## src/rtl/line_frame_gen_pkg.sv

```systemverilog
// Shared types, widths and helpers for the synthetic line frame generator.
package line_gen_pkg;

  localparam int COL_W = 11;
  localparam int ROW_W = 9;
  localparam int POS_W = 13;
  localparam int PIX_W = 4;

  typedef logic [PIX_W-1:0] pix_t;

  typedef enum logic [1:0] {
    IDLE,
    ACTIVE,
    HBLANK,
    VBLANK
  } state_t;

  // Width of a counter that must hold 0..div-1 (never narrower than one bit).
  function automatic int pace_width(input int div);
    return (div > 1) ? $clog2(div) : 1;
  endfunction

  // True when column col falls inside [left, left+width); left may be negative,
  // so everything is widened to a common signed width before comparing.
  function automatic logic pixel_lit(input logic [COL_W-1:0] col,
                                     input logic signed [POS_W-1:0] left,
                                     input logic [7:0] width);
    logic signed [POS_W+1:0] c;
    logic signed [POS_W+1:0] l;
    logic signed [POS_W+1:0] r;
    c = $signed({4'b0000, col});
    l = $signed({{2{left[POS_W-1]}}, left});
    r = l + $signed({7'b0000000, width});
    return (c >= l) && (c < r);
  endfunction

endpackage

```

## src/rtl/line_frame_gen_if.sv

```systemverilog
// Pixel stream bus from the frame generator towards the centroid tracker.
interface line_frame_gen_if;
  import line_gen_pkg::*;

  logic pix_valid;
  pix_t pix_data;
  logic sof;
  logic eol;

  modport master (output pix_valid, pix_data, sof, eol);
  modport slave  (input  pix_valid, pix_data, sof, eol);
endinterface

```

## src/rtl/line_frame_gen_pix_pacer.sv

```systemverilog
// Pixel strobe pacer: tick marks the last clock of each PIX_DIV-clock pixel slot.
module pix_pacer
  import line_gen_pkg::*;
#(
  parameter int PIX_DIV = 1
) (
  input  logic clk,
  input  logic rst,
  input  logic restart,
  output logic tick
);

  localparam int CNT_W = pace_width(PIX_DIV);

  logic [CNT_W-1:0] cnt;

  assign tick = (cnt == CNT_W'(PIX_DIV - 1));

  // Count clocks within a pixel slot; restart aligns slot 0 with the first pixel of a row.
  always_ff @(posedge clk or posedge rst) begin
    if (rst) begin
      cnt <= '0;
    end else if (restart || tick) begin
      cnt <= '0;
    end else begin
      cnt <= cnt + CNT_W'(1);
    end
  end

endmodule

```

## src/rtl/line_frame_gen.sv

```systemverilog
// Synthetic raster source: frames with one bright, skewable line on a flat background.
module line_frame_gen #(
  parameter int         IMG_W    = 640,
  parameter int         IMG_H    = 480,
  parameter int         HBLANK   = 16,
  parameter int         VBLANK   = 1000,
  parameter int         PIX_DIV  = 1,
  parameter logic [3:0] LINE_LVL = 4'd15,
  parameter logic [3:0] BG_LVL   = 4'd0
) (
  input  logic             clk,
  input  logic             rst,
  input  logic             enable,
  input  logic [10:0]      line_x,
  input  logic [7:0]       line_w,
  input  logic [3:0]       line_skew,
  line_frame_gen_if.master pix,
  output logic             frame_done,
  output logic             busy
);
  import line_gen_pkg::state_t;
  import line_gen_pkg::COL_W;
  import line_gen_pkg::ROW_W;
  import line_gen_pkg::POS_W;
  import line_gen_pkg::pixel_lit;

  localparam int BLK_W = 16;
  localparam logic [COL_W-1:0] LAST_COL = COL_W'(IMG_W - 1);
  localparam logic [ROW_W-1:0] LAST_ROW = ROW_W'(IMG_H - 1);

  state_t                  state;
  logic [COL_W-1:0]        col;
  logic [ROW_W-1:0]        row;
  logic signed [POS_W-1:0] left;
  logic [7:0]              width;
  logic [3:0]              skew;
  logic [BLK_W-1:0]        blank_cnt;

  logic                    tick;
  logic                    row_start;
  logic                    last_col;
  logic                    last_row;
  logic                    hblank_done;
  logic                    vblank_done;
  logic [COL_W-1:0]        next_col;
  logic signed [POS_W-1:0] next_left;
  logic signed [POS_W-1:0] first_left;

  assign next_col    = col + COL_W'(1);
  assign next_left   = left + $signed({{(POS_W-4){skew[3]}}, skew});
  assign first_left  = $signed({2'b00, line_x});
  assign last_col    = (col == LAST_COL);
  assign last_row    = (row == LAST_ROW);
  assign hblank_done = (blank_cnt == BLK_W'(HBLANK - 1));
  assign vblank_done = (blank_cnt == BLK_W'(VBLANK - 1));

  // Every clock that emits column 0 of a row restarts the pixel slot timing.
  assign row_start = ((state == line_gen_pkg::IDLE)   && enable) ||
                     ((state == line_gen_pkg::HBLANK) && hblank_done) ||
                     ((state == line_gen_pkg::VBLANK) && vblank_done && enable) ||
                     ((state == line_gen_pkg::ACTIVE) && tick && last_col && !last_row &&
                      (HBLANK == 0));

  pix_pacer #(.PIX_DIV(PIX_DIV)) u_pacer (
    .clk     (clk),
    .rst     (rst),
    .restart (row_start),
    .tick    (tick)
  );

  // Frame sequencer; every output is registered on the edge that starts its pixel slot.
  always_ff @(posedge clk or posedge rst) begin
    if (rst) begin
      state         <= line_gen_pkg::IDLE;
      col           <= '0;
      row           <= '0;
      left          <= '0;
      width         <= '0;
      skew          <= '0;
      blank_cnt     <= '0;
      pix.pix_valid <= 1'b0;
      pix.pix_data  <= '0;
      pix.sof       <= 1'b0;
      pix.eol       <= 1'b0;
      frame_done    <= 1'b0;
      busy          <= 1'b0;
    end else begin
      pix.pix_valid <= 1'b0;
      pix.sof       <= 1'b0;
      pix.eol       <= 1'b0;
      frame_done    <= 1'b0;
      case (state)
        line_gen_pkg::IDLE: begin
          if (enable) begin
            width         <= line_w;
            skew          <= line_skew;
            left          <= first_left;
            col           <= '0;
            row           <= '0;
            state         <= line_gen_pkg::ACTIVE;
            busy          <= 1'b1;
            pix.pix_valid <= 1'b1;
            pix.sof       <= 1'b1;
            pix.eol       <= (LAST_COL == '0);
            pix.pix_data  <= pixel_lit('0, first_left, line_w) ? LINE_LVL : BG_LVL;
          end
        end
        line_gen_pkg::ACTIVE: begin
          if (tick) begin
            if (!last_col) begin
              col           <= next_col;
              pix.pix_valid <= 1'b1;
              pix.eol       <= (next_col == LAST_COL);
              pix.pix_data  <= pixel_lit(next_col, left, width) ? LINE_LVL : BG_LVL;
            end else begin
              col  <= '0;
              left <= next_left;
              if (!last_row) begin
                row <= row + ROW_W'(1);
                if (HBLANK == 0) begin
                  pix.pix_valid <= 1'b1;
                  pix.eol       <= (LAST_COL == '0);
                  pix.pix_data  <= pixel_lit('0, next_left, width) ? LINE_LVL : BG_LVL;
                end else begin
                  state     <= line_gen_pkg::HBLANK;
                  blank_cnt <= '0;
                end
              end else begin
                state      <= line_gen_pkg::VBLANK;
                blank_cnt  <= '0;
                frame_done <= 1'b1;
              end
            end
          end
        end
        line_gen_pkg::HBLANK: begin
          if (hblank_done) begin
            state         <= line_gen_pkg::ACTIVE;
            pix.pix_valid <= 1'b1;
            pix.eol       <= (LAST_COL == '0);
            pix.pix_data  <= pixel_lit('0, left, width) ? LINE_LVL : BG_LVL;
          end else begin
            blank_cnt <= blank_cnt + BLK_W'(1);
          end
        end
        line_gen_pkg::VBLANK: begin
          if (vblank_done) begin
            if (enable) begin
              width         <= line_w;
              skew          <= line_skew;
              left          <= first_left;
              col           <= '0;
              row           <= '0;
              state         <= line_gen_pkg::ACTIVE;
              pix.pix_valid <= 1'b1;
              pix.sof       <= 1'b1;
              pix.eol       <= (LAST_COL == '0);
              pix.pix_data  <= pixel_lit('0, first_left, line_w) ? LINE_LVL : BG_LVL;
            end else begin
              state <= line_gen_pkg::IDLE;
              busy  <= 1'b0;
            end
          end else begin
            blank_cnt <= blank_cnt + BLK_W'(1);
          end
        end
        default: begin
          state <= line_gen_pkg::IDLE;
          busy  <= 1'b0;
        end
      endcase
    end
  end

endmodule

```

## src/flat_wrapper.sv

```systemverilog
// flat-port wrapper written by rule: the top's interface ports become plain ports
module line_frame_gen_flat import line_gen_pkg::state_t; import line_gen_pkg::COL_W; import line_gen_pkg::ROW_W; import line_gen_pkg::POS_W; import line_gen_pkg::pixel_lit;
#(
  parameter int         IMG_W    = 640,
  parameter int         IMG_H    = 480,
  parameter int         HBLANK   = 16,
  parameter int         VBLANK   = 1000,
  parameter int         PIX_DIV  = 1,
  parameter logic [3:0] LINE_LVL = 4'd15,
  parameter logic [3:0] BG_LVL   = 4'd0
)
  (clk, rst, enable, line_x, line_w, line_skew, frame_done, busy, pix_pix_valid, pix_pix_data, pix_sof, pix_eol);
  line_frame_gen_if pix_i ();
  input  logic clk;
  input  logic rst;
  input  logic enable;
  input  logic [10:0] line_x;
  input  logic [7:0] line_w;
  input  logic [3:0] line_skew;
  output logic frame_done;
  output logic busy;
  output wire logic [$bits(pix_i.pix_valid)-1:0] pix_pix_valid;
  output wire logic [$bits(pix_i.pix_data)-1:0] pix_pix_data;
  output wire logic [$bits(pix_i.sof)-1:0] pix_sof;
  output wire logic [$bits(pix_i.eol)-1:0] pix_eol;
  assign pix_pix_valid = pix_i.pix_valid;
  assign pix_pix_data = pix_i.pix_data;
  assign pix_sof = pix_i.sof;
  assign pix_eol = pix_i.eol;
  line_frame_gen #(.IMG_W(IMG_W), .IMG_H(IMG_H), .HBLANK(HBLANK), .VBLANK(VBLANK), .PIX_DIV(PIX_DIV), .LINE_LVL(LINE_LVL), .BG_LVL(BG_LVL)) u_core (.clk(clk), .rst(rst), .enable(enable), .line_x(line_x), .line_w(line_w), .line_skew(line_skew), .pix(pix_i), .frame_done(frame_done), .busy(busy));
endmodule
```

## config.mk

```make
export PLATFORM = sky130hd
export DESIGN_NAME = line_frame_gen_flat
export DESIGN_NICKNAME = d
export VERILOG_FILES = /design/src/rtl/line_frame_gen_pkg.sv /design/src/rtl/line_frame_gen_if.sv /design/src/rtl/line_frame_gen_pix_pacer.sv /design/src/rtl/line_frame_gen.sv /design/src/flat_wrapper.sv
export SDC_FILE = /design/constraint.sdc
export NUM_CORES = 1
export LEC_CHECK = 0
export CORE_UTILIZATION = 60
export DETAILED_ROUTE_END_ITERATION = 6
export PLACE_DENSITY = 0.81
export SYNTH_ARGS = -nofsm -noshare
export SYNTH_HDL_FRONTEND = slang
export SYNTH_HIERARCHICAL = 1
export SYNTH_SLANG_ARGS = --single-unit
```

## constraint.sdc

```tcl
create_clock -name clk -period 7.34 [get_ports clk]
set_input_delay 1.468 -clock clk [delete_from_list [all_inputs] [get_ports clk]]
set_output_delay 1.468 -clock clk [all_outputs]
set_load 0.005 [all_outputs]
```

---- Yosys cells after proc, flatten, opt, wreduce, memory -nomap -nowiden ----
Index checks and enable logic that the tools add are counted.
W data, S select, Z words.
operators by class
  bitwise gates (word level) .............. 1
  add/sub/neg operators ................... 7
  divide/modulo/power cells ............... 0
  order comparisons ....................... 6
  reduce and logical (&&, ||, !) cells .... 23
  mux-type cells .......................... 63
  shifts and indexed selects .............. 0
  equality and inequality tests ........... 18
  multiply operators ...................... 0
operators with widths
  operator                 number
  $mux W16                 4
  $mux W13                 4
  $pmux W16 S3             1
  $mux W9                  5
  $mux W11                 4
  $mux W4                  10
  $pmux W13 S3             1
  $pmux W11 S3             1
  $lt A1 B15 Y1 const A    2
  $pmux W9 S3              1
  $eq A11 B10 Y1 const B   2
  $mux W1                  17
  $add A16 B1 Y16 const B  1
  $eq A16 B10 Y1 const B   1
  $eq A16 B4 Y1 const B    1
  $mux W8                  2
  $pmux W4 S4              1
  $pmux W8 S2              1
  $lt A12 B15 Y1           1
  $reduce_and A5 Y1        3
  $add A13 B9 Y14          1
  $ne A2 B2 Y1 const B     7
  $add A13 B4 Y13          1
  $ge A1 B13 Y1 const A    1
  other kinds (25)         45
word-level totals
  memory bits (writable) .................. 0
  bits in read-only memories .............. 0
  memories ................................ 0
  register bits ........................... 73
  input port bits ......................... 26
  latch bits .............................. 0
  word-level logic and storage cells ...... 132
  output and inout port bits .............. 9

---- Longest topological paths before layout ----
Gate-level depths: netlist of run 1.
  depth in word-level cells ............... 7
  depth in mapped cells ................... 14
  mapped depth without buffers ............ 14

---- Modules after synthesis ----
The synthesis of run 1 kept the hierarchy.
by module, submodules not included
  module          times used  area an instance (um^2)  sequential area each (um^2)  cells each
  line_frame_gen  1           5514.0                   1726.7                       622
  pix_pacer       1           36.3                     25.0                         4

---- Least setup slack after synthesis of run 1 ----
Ideal clock, no wire load.
  kind .................................... input to register
  start ................................... input line_x[0]
  end ..................................... register u_core.pix.pix_data[2]
  setup time .............................. 110 ps
  buffers on the path ..................... 0
  stages .................................. 10
  arrival ................................. 2881 ps
  data required time ...................... 7230 ps
  setup slack ............................. 4349 ps
  cell sequence ........................... ha_1 -> inv_1 -> fa_1 -> inv_1 -> a21o_1 -> a21oi_1 -> mux2_2 -> a41oi_1 -> mux2i_1 -> o41ai_1
on the way
  longest elaborated chain between the ends .. 7
  elaborated cells between the ends (all ways) .. 8
  those cells by class .................... 1 x add/sub; 2 x order compare; 4 x mux; 1 x reduce/logical
RTL lines
  element                RTL line                                      source
  from (decl)            flat_wrapper.sv:17                            input logic [10:0] line_x;
  $add A11 B8 Y12        line_frame_gen_pkg.sv:33                      r = l + $signed({7'b0000000, width});
  $lt A1 B15 Y1          line_frame_gen_pkg.sv:34                      return (c >= l) && (c < r);
  $logic_and A1 B1 Y1 *  line_frame_gen_pkg.sv:34
  $mux W4 *              line_frame_gen.sv:105, line_frame_gen.sv:158
  $mux W4 *              line_frame_gen.sv:94, line_frame_gen.sv:148
  $mux W4                line_frame_gen.sv:147                         if (vblank_done) begin
  $pmux W4 S4 *          line_frame_gen.sv:92                          case (state)
  to (signal assigned)   line_frame_gen.sv:105                         pix.pix_data <= pixel_lit('0, first_left, line_w) ? LINE_LVL : BG_LVL;
  to (signal assigned)   line_frame_gen.sv:114                         pix.pix_data <= pixel_lit(next_col, left, width) ? LINE_LVL : BG_LVL;
  to (signal assigned)   line_frame_gen.sv:158                         pix.pix_data <= pixel_lit('0, first_left, line_w) ? LINE_LVL : BG_LVL;
  to (decl)              line_frame_gen_if.sv:10                       modport master (output pix_valid, pix_data, sof, eol);
Every way passes the cells marked *; elsewhere a longest branch is shown, timed or not. The select of a mux whose other input is x is not followed.
A chain may end at the register's enable or synchronous reset.

---- Final worst setup path of run 1 ----
  start ................................... register u_core.left[1]
  end ..................................... register u_core.pix.pix_data[2]
on the way
  longest elaborated chain between the ends .. 7
  elaborated cells between the ends (all ways) .. 13
  those cells by class .................... 1 x add/sub; 4 x order compare; 6 x mux; 2 x reduce/logical
RTL lines
  element                 RTL line                  source
  from (decl)             line_frame_gen.sv:34      logic signed [POS_W-1:0] left;
  from (signal assigned)  line_frame_gen.sv:97      left <= first_left;
  from (signal assigned)  line_frame_gen.sv:117     left <= next_left;
  from (signal assigned)  line_frame_gen.sv:151     left <= first_left;
  $add A13 B9 Y14         line_frame_gen_pkg.sv:33
  $lt A12 B15 Y1          line_frame_gen_pkg.sv:34
  $logic_and A1 B1 Y1     line_frame_gen_pkg.sv:34
  $mux W4                 line_frame_gen.sv:114
  $mux W4                 line_frame_gen.sv:110     if (!last_col) begin
  $mux W4                 line_frame_gen.sv:109     if (tick) begin
  $pmux W4 S4 *           line_frame_gen.sv:92
  to (signal assigned)    line_frame_gen.sv:105
  to (signal assigned)    line_frame_gen.sv:114
  to (signal assigned)    line_frame_gen.sv:123     pix.pix_data <= pixel_lit('0, next_left, width) ? LINE_LVL : BG_LVL;
Marked as above.

==> load_flow_metrics.sql, run 1 <==
INSERT INTO impl_metrics (metric_group, metric, value, unit) VALUES
('setup_path', 'crit_fanout', '5', ''),
('floorplan', 'io_pins', '35', ''),
('worst_hold_path', 'hold_depth', '1', ''),
('global_route', 'via_count_of_the_first_global_routing_pass', '4687', ''),
('cells_and_area', 'flow.area_growth_from_synthesis', '11.1', '%'),
('timing', 'hold-worst-slack', '523', 'ps'),
('place', 'gp_congestion', '0.947', ''),
('setup_path', 'worst-path-buf-inv', '0', ''),
('place', 'post_dp_cell_area', '0.00596', 'mm2'),
('timing', 'rsz0062_at_grt', 'no', ''),
('worst_hold_path', 'hold_class', 'reg -> reg', ''),
('route', 'initialDrtViolationCount', '319', ''),
('synth', 'synthesis.instances', '625', ''),
('floorplan', 'placementRows', '34', ''),
('global_route', 'grt_first_pass_wirelength', '22000', 'um'),
('place', 'hpwlAfterDp', '9850', 'um'),
('setup_path', 'worst_ep_required_time', '7570', 'ps'),
('clock_network', 'clockRootBuffer', 'clkbuf_8', ''),
('clock_network', 'tritoncts', 'built', ''),
('timing', 'period_needed', '3490', 'ps'),
('setup_path', 'timing.critical_path.from_type', 'register', ''),
('clock_network', 'insertion_delay', '350', 'ps'),
('setup_path', 'r2r_slack', '3850', 'ps'),
('status', 'status', 'complete, no violations', ''),
('power', 'cell_internal_pwr', '1190', 'uW'),
('floorplan', 'die_footprint', '0.00963', 'mm2'),
('power', 'clock_power_share', '14.5', '%'),
('run', 'max-cap-violations', '0', ''),
('worst_hold_path', 'min_delay_worst_endpoint', 'u_core/width[2]', ''),
('cells_and_area', 'diodes', '0', ''),
('route', 'post_drt_wl_per_cell', '16.8', 'um'),
('timing', 'relSlewSlack', '15.3', '%'),
('timing', 'worst_slew_pin_slew', '1260', 'ps'),
('cells_and_area', 'fillerInstances', '730', ''),
('cells_and_area', 'finish.net_count', '742', ''),
('setup_path', 'timing.reg2reg.worst_path_depth', '11', ''),
('power', 'p_total', '2250', 'uW'),
('power', 'power_per_cell_area', '366', 'mW/mm2'),
('clock_network', 'cts_repair_resize_count', '0', ''),
('timing', 'setup_tns', '0', 'ps'),
('timing', 'finalHoldViolCount', '0', ''),
('cells_and_area', 'layout-drive-gt1-share', '7.42', '%'),
('place', 'place_ws', '3530', 'ps'),
('power', 'vdd_ir_drop_max', '0.000307', 'V'),
('timing', 'timing.clock.skew', '13.6', 'ps'),
('cells_and_area', 'final_design_area_no_fill', '0.00616', 'mm2'),
('setup_path', 'timing.critical_path.arrival', '3720', 'ps'),
('timing', 'layout_worst_path_cycle_share', '47.6', '%'),
('setup_path', 'worst_r2r_startpoint', 'u_core/left[1]', ''),
('global_route', 'grt_util_met1', '36.9', '%'),
('setup_path', 'path_common_cell', 'ha_1', ''),
('setup_path', 'cp_top_family', 'compound AO/OA/AOI/OAI gates', ''),
('setup_path', 'timing.critical_path.cells', 'ha_1, a211oi_1, o211ai_1, a21oi_1, xnor2_1, ha_1, a2111oi_0, a31oi_1, o22ai_1, a22oi_1, o41ai_1', ''),
('clock_network', 'cts.sinks', '70', ''),
('timing', 'achievable-frequency', '286', 'MHz'),
('clock_network', 'cts_max_path_buffers', '2', ''),
('global_route', 'global_route.usage.total', '28.4', '%'),
('global_route', 'grt_overflow', '0', ''),
('route', 'drt_pass1_iterations', '7', ''),
('global_route', 'routing_usage_on_met2', '49.9', '%'),
('route', 'drc', '0', ''),
('timing', 'timing.final.ws_setup', '3850', 'ps'),
('floorplan', 'core', '0.00885', 'mm2'),
('global_route', 'grt_busiest_layer', 'met2', ''),
('setup_path', 'timing.critical_path.slowest_stage_cell', 'a211oi_1', ''),
('place', 'port_buffers', '34', ''),
('power', 'p_switching', '1060', 'uW'),
('global_route', 'antenna_found_initial', '0', ''),
('setup_path', 'worstReg2RegEnd', 'u_core/pix.pix_data[2]', ''),
('power', 'leakagePower', '0.00278', 'uW'),
('timing', 'finalMaxSlewViolations', '0', '');
## worst max-delay path by stage
stage	endpoint	startpoint	cells past startpoint
after floorplan	u_core/blank_cnt[0]	rst	1
after global placement	u_core/left[12]	enable	7
after detailed placement	u_core/left[12]	enable	7
after CTS	u_core/pix.pix_data[2]	u_core/left[1]	11
after global routing	u_core/pix.pix_data[2]	u_core/left[1]	11
final	u_core/pix.pix_data[2]	u_core/left[1]	11
## routing by layer
| metal | wire (um) | vias up |
|---|---|---|
| met5 | 0 | - |
| met4 | 213 | 0 |
| met3 | 580 | 18 |
| met2 | 6400 | 138 |
| met1 | 5730 | 2297 |
| li1 | - | 2339 |
## flip-flops by register name, indices dropped and copies added (netlist names)
name                  flops
u_core/busy               1
u_core/col               11
u_core/skew               4
u_core/left              13
u_core/pix.pix_data       1
u_core/row                9
u_core/pix.pix_valid      1
u_core/frame_done         1
u_core/blank_cnt         16
u_core/pix.sof            1
u_core/pix.eol            1
u_core/width              8
u_core/u_pacer/cnt        1
u_core/state              2
## cell usage in the layout (no fill, tap or decap), types with 6 or more instances in the layout
| cell type | instances |
|---|---|
| o211ai_1 | 8 |
| nand2_1 | 51 |
| a31oi_1 | 8 |
| and3_1 | 9 |
| nor3_1 | 15 |
| o21a_1 | 6 |
| mux2_2 | 14 |
| nand3_1 | 22 |
| nor2_1 | 52 |
| o21ai_0 | 42 |
| xnor2_1 | 23 |
| clkdlybuf4s50_1 | 34 |
| ha_1 | 58 |
| or3_1 | 9 |
| dfrtp_1 | 70 |
| inv_1 | 48 |
| a21o_1 | 9 |
| xor2_1 | 13 |
| clkbuf_8 | 10 |
| nor4_1 | 10 |
| mux2i_1 | 6 |
| a21oi_1 | 35 |
| o31ai_1 | 7 |
| nand4_1 | 9 |
| nor2b_1 | 6 |
## power by group through the flow
stage	registers [uW]	clock network, uW	logic, uW
after CTS	564	334	1330
after floorplan	535	0	1050
after detailed placement	572	0	1320
final	568	327	1360
after global routing	579	348	1520
after global placement	569	0	1270
## through the flow
| stage | instances | utilization, % |
|---|---|---|
| final | 768 | 69.7 |
| after global routing | 768 | 69.7 |
| after CTS | 768 | 69.7 |
| after detailed placement | 752 | 67.3 |
| after global placement | 752 | 67.3 |
| after floorplan | 625 | - |
## worst register-to-register path, stage by stage, from the launching register on
cell,delay [ps]
dfrtp_1,470
ha_1,310
a211oi_1,570
o211ai_1,210
a21oi_1,220
xnor2_1,180
ha_1,280
a2111oi_0,410
a31oi_1,180
o22ai_1,170
a22oi_1,120
o41ai_1,260
## cell type report
type	instances	area, um2	share of cell area, %
clock buffer	10	138	2.23
timing repair buffer	36	355	5.77
clock inverter	6	68.8	1.12
inverter	49	184	2.98
tap	108	135	2.19
multi-input combinational	489	3530	57.3
sequential	70	1750	28.4
(Power assumes the default switching activity.)
==> run 2: changes to the inputs <==
--- a/config.mk
+++ b/config.mk
@@ -5,9 +5,9 @@
 export SDC_FILE = /design/constraint.sdc
 export NUM_CORES = 1
 export LEC_CHECK = 0
-export CORE_UTILIZATION = 60
+export CORE_UTILIZATION = 55
 export DETAILED_ROUTE_END_ITERATION = 6
-export PLACE_DENSITY = 0.81
+export PLACE_DENSITY = 0.78
 export SYNTH_ARGS = -nofsm -noshare
 export SYNTH_HDL_FRONTEND = slang
 export SYNTH_HIERARCHICAL = 1
==> constraint.sdc (replaced) <==
create_clock -name clk -period 3.1 [get_ports clk]
set_input_delay 0.62 -clock clk [delete_from_list [all_inputs] [get_ports clk]]
set_output_delay 0.62 -clock clk [all_outputs]
set_load 0.005 [all_outputs]
==> run 2 against run 1 <==
Compared with the run above:
- sequential cell count stayed put
- via count rose by 2.1%
- clock skew decreased by 0.77 ps
- sequential share of layout area is 1.2 points lower
- highest routed layer unchanged
==> load_flow_metrics.sql, run 2 (same netlist as run 1, synthesis figures left out) <==
INSERT INTO impl_metrics (metric_group, metric, value, unit) VALUES
('timing', 'rsz0062_at_grt', 'yes', ''),
('timing', 'timing.clock.skew', '12.9', 'ps'),
('route', 'initialDrtViolationCount', '296', ''),
('power', 'p_switching', '2580', 'uW'),
('power', 'seq_power_share', '23.5', '%'),
('clock_network', 'cts.repair_timing.setup_buffer_count', '0', ''),
('global_route', 'grt_overflow', '0', ''),
('setup_path', 'worst_r2r_startpoint', 'u_core/width[0]', ''),
('route', 'post_drt_wl_per_cell', '16.7', 'um'),
('route', 'viasPerCell', '6.01', ''),
('power', 'combPwrFrac', '63.3', '%'),
('timing', 'hold-worst-slack', '430', 'ps'),
('timing', 'period_needed', '2940', 'ps'),
('power', 'clock_power_share', '13.2', '%'),
('place', 'gp_congestion', '0.902', ''),
('clock_network', 'insertion_delay', '370', 'ps'),
('timing', 'finalMaxSlewViolations', '0', ''),
('route', 'finalWirelength', '13600', 'um'),
('route', 'antenna_left', '0', ''),
('clock_network', 'clock_tree.htree_level_count', '3', ''),
('clock_network', 'cts.sinks', '70', ''),
('global_route', 'via_count_of_the_first_global_routing_pass', '4684', ''),
('cells_and_area', 'max_flop_register', 'u_core/blank_cnt', ''),
('cells_and_area', 'layout.cells.most_common', 'dfrtp_1', ''),
('global_route', 'antenna_found_initial', '0', ''),
('clock_network', 'clk_transition_reported_paths', '80', 'ps'),
('global_route', 'grt_first_pass_wirelength', '22100', 'um'),
('floorplan', 'placementRows', '36', ''),
('setup_path', 'worstReg2RegEnd', 'u_core/pix.pix_data[2]', ''),
('timing', 'finalHoldViolCount', '0', ''),
('floorplan', 'io_pins', '35', ''),
('power', 'leakagePower', '0.00288', 'uW'),
('route', 'detailroute.via_count', '4893', ''),
('cells_and_area', 'flow.area_growth_from_synthesis', '16.4', '%'),
('setup_path', 'worst_ep_required_time', '3350', 'ps'),
('cells_and_area', 'flip_flop_count_of_the_largest_register_after_layout', '16', ''),
('setup_path', 'timing.critical_path.from_type', 'register', ''),
('cells_and_area', 'layout_top_registers', 'u_core/blank_cnt x16, u_core/left x13, u_core/col x11', ''),
('setup_path', 'timing.reg2reg.worst_path_depth', '12', ''),
('timing', 'worst_slew_pin_slew', '632', 'ps'),
('floorplan', 'core', '0.00977', 'mm2'),
('cells_and_area', 'layout-drive-gt1-share', '13.1', '%'),
('setup_path', 'critPathLaunch', 'u_core/width[0]', ''),
('setup_path', 'crit_fanout', '5', ''),
('setup_path', 'timing.critical_path.arrival', '3190', 'ps'),
('place', 'port_buffers', '34', ''),
('clock_network', 'cts_max_path_buffers', '2', ''),
('power', 'cell_internal_pwr', '3020', 'uW'),
('clock_network', 'tritoncts.num_buffers', '9', ''),
('setup_path', 'crit_end', 'u_core/pix.pix_data[2]', ''),
('cells_and_area', 'leading_cell_types_in_the_layout_fill_and_taps_excluded', 'dfrtp_1 (65), ha_1 (53), nand2_1 (51)', ''),
('timing', 'setup_viol', '0', ''),
('floorplan', 'die_footprint', '0.0105', 'mm2'),
('cells_and_area', 'diodes', '0', ''),
('cells_and_area', 'finish.net_count', '763', ''),
('timing', 'relSlewSlack', '57.7', '%'),
('floorplan', 'floorplan.die.width', '102', 'um'),
('power', 'vdd_ir_drop_max', '0.000570', 'V'),
('run', 'max-cap-violations', '0', ''),
('global_route', 'global_route.usage.total', '27.4', '%'),
('cells_and_area', 'post-route-util', '66.0', '%'),
('floorplan', 'initial_utilization', '56.7', '%'),
('status', 'status', 'complete, no violations', ''),
('route', 'drt_pass1_iterations', '5', ''),
('global_route', 'pin_count_of_the_biggest_net_entering_global_routing', '56', ''),
('setup_path', 'worst-setup-path-type', 'reg -> reg', ''),
('timing', 'layout_worst_path_cycle_share', '94.8', '%'),
('floorplan', 'fp.dieH', '102', 'um'),
('timing', 'achievable-frequency', '340', 'MHz'),
('clock_network', 'tritoncts', 'built', ''),
('power', 'power_per_cell_area', '868', 'mW/mm2'),
('setup_path', 'r2r_slack', '160', 'ps'),
('setup_path', 'worstSetupEndpointType', 'register', ''),
('clock_network', 'clockRootBuffer', 'clkbuf_8', ''),
('worst_hold_path', 'hold_class', 'in -> async', ''),
('power', 'power_switching_share', '46.1', '%'),
('route', 'drc', '0', ''),
('place', 'hpwlAfterDp', '10300', 'um');
-- run 2: routing by layer --
layer	track usage, %	routed length [um]	vias up
met5	0	0	-
met4	10.7	257	0
met3	4.17	559	21
met2	45.5	6650	118
met1	35.9	6140	2383
li1	-	-	2371
-- run 2: what timing repair did --
action	in CTS	in global routing
endpoints found under the setup margin	1	1
pin swaps	0	3
resized for setup	3	23
hold buffers	0	0
-- run 2: worst max-delay path, stage by stage (launching register included) --
cell and delay, ps:
dfrtp_1 390, ha_2 210, fa_2 390, a21oi_4 190, o221ai_2 170, nand4_1 150, xnor2_1 110, ha_1 220
a2111oi_2 320, a31oi_1 140, o22ai_1 160, a22oi_1 120, o41ai_2 240
-- run 2: cell type report --
class / count / area, um2
clock buffer: 11 / 131
clock inverter: 5 / 58.8
fill: 789 / 3320
inverter: 49 / 184
multi-input combinational: 489 / 3630
sequential: 70 / 1760
tap: 133 / 166
timing repair buffer: 57 / 526
-- run 2: power by group through the flow --
stage	combinational (uW)	sequential (uW)	clock, uW
final	3550	1320	740
after global routing	3950	1340	788
after CTS	3360	1290	758
after detailed placement	3300	1310	0
after global placement	3180	1300	0
after floorplan	2480	1270	0
-- run 2: worst min path at each step --
| stage | start | endpoint | slack, ps | cells past startpoint |
|---|---|---|---|---|
| 2_1_floorplan | rst | u_core/u_pacer/cnt | 350 | 1 |
| 3_3_place_gp | u_core/width[4] | u_core/width[4] | 500 | 1 |
| 3_5_place_dp | u_core/width[5] | u_core/width[5] | 500 | 1 |
| 4_1_cts | rst | u_core/u_pacer/cnt | 430 | 2 |
| 5_1_grt | rst | u_core/u_pacer/cnt | 440 | 2 |
| 6_report | rst | u_core/u_pacer/cnt | 430 | 2 |
-- run 2: through the flow --
step / cells / instance area, um2 / total power [uW] / setup slack [ps] / setup TNS (ps)
detailed placement: 798 / 6160 / 4610 / -138 / -138
floorplan: 625 / 5550 / 3750 / 244 / 0
global route: 814 / 6450 / 6090 / -5.62 / -5.62
finish: 814 / 6450 / 5600 / 161 / 0
CTS: 814 / 6370 / 5410 / 13.8 / 0
global placement: 798 / 6160 / 4480 / 118 / 0
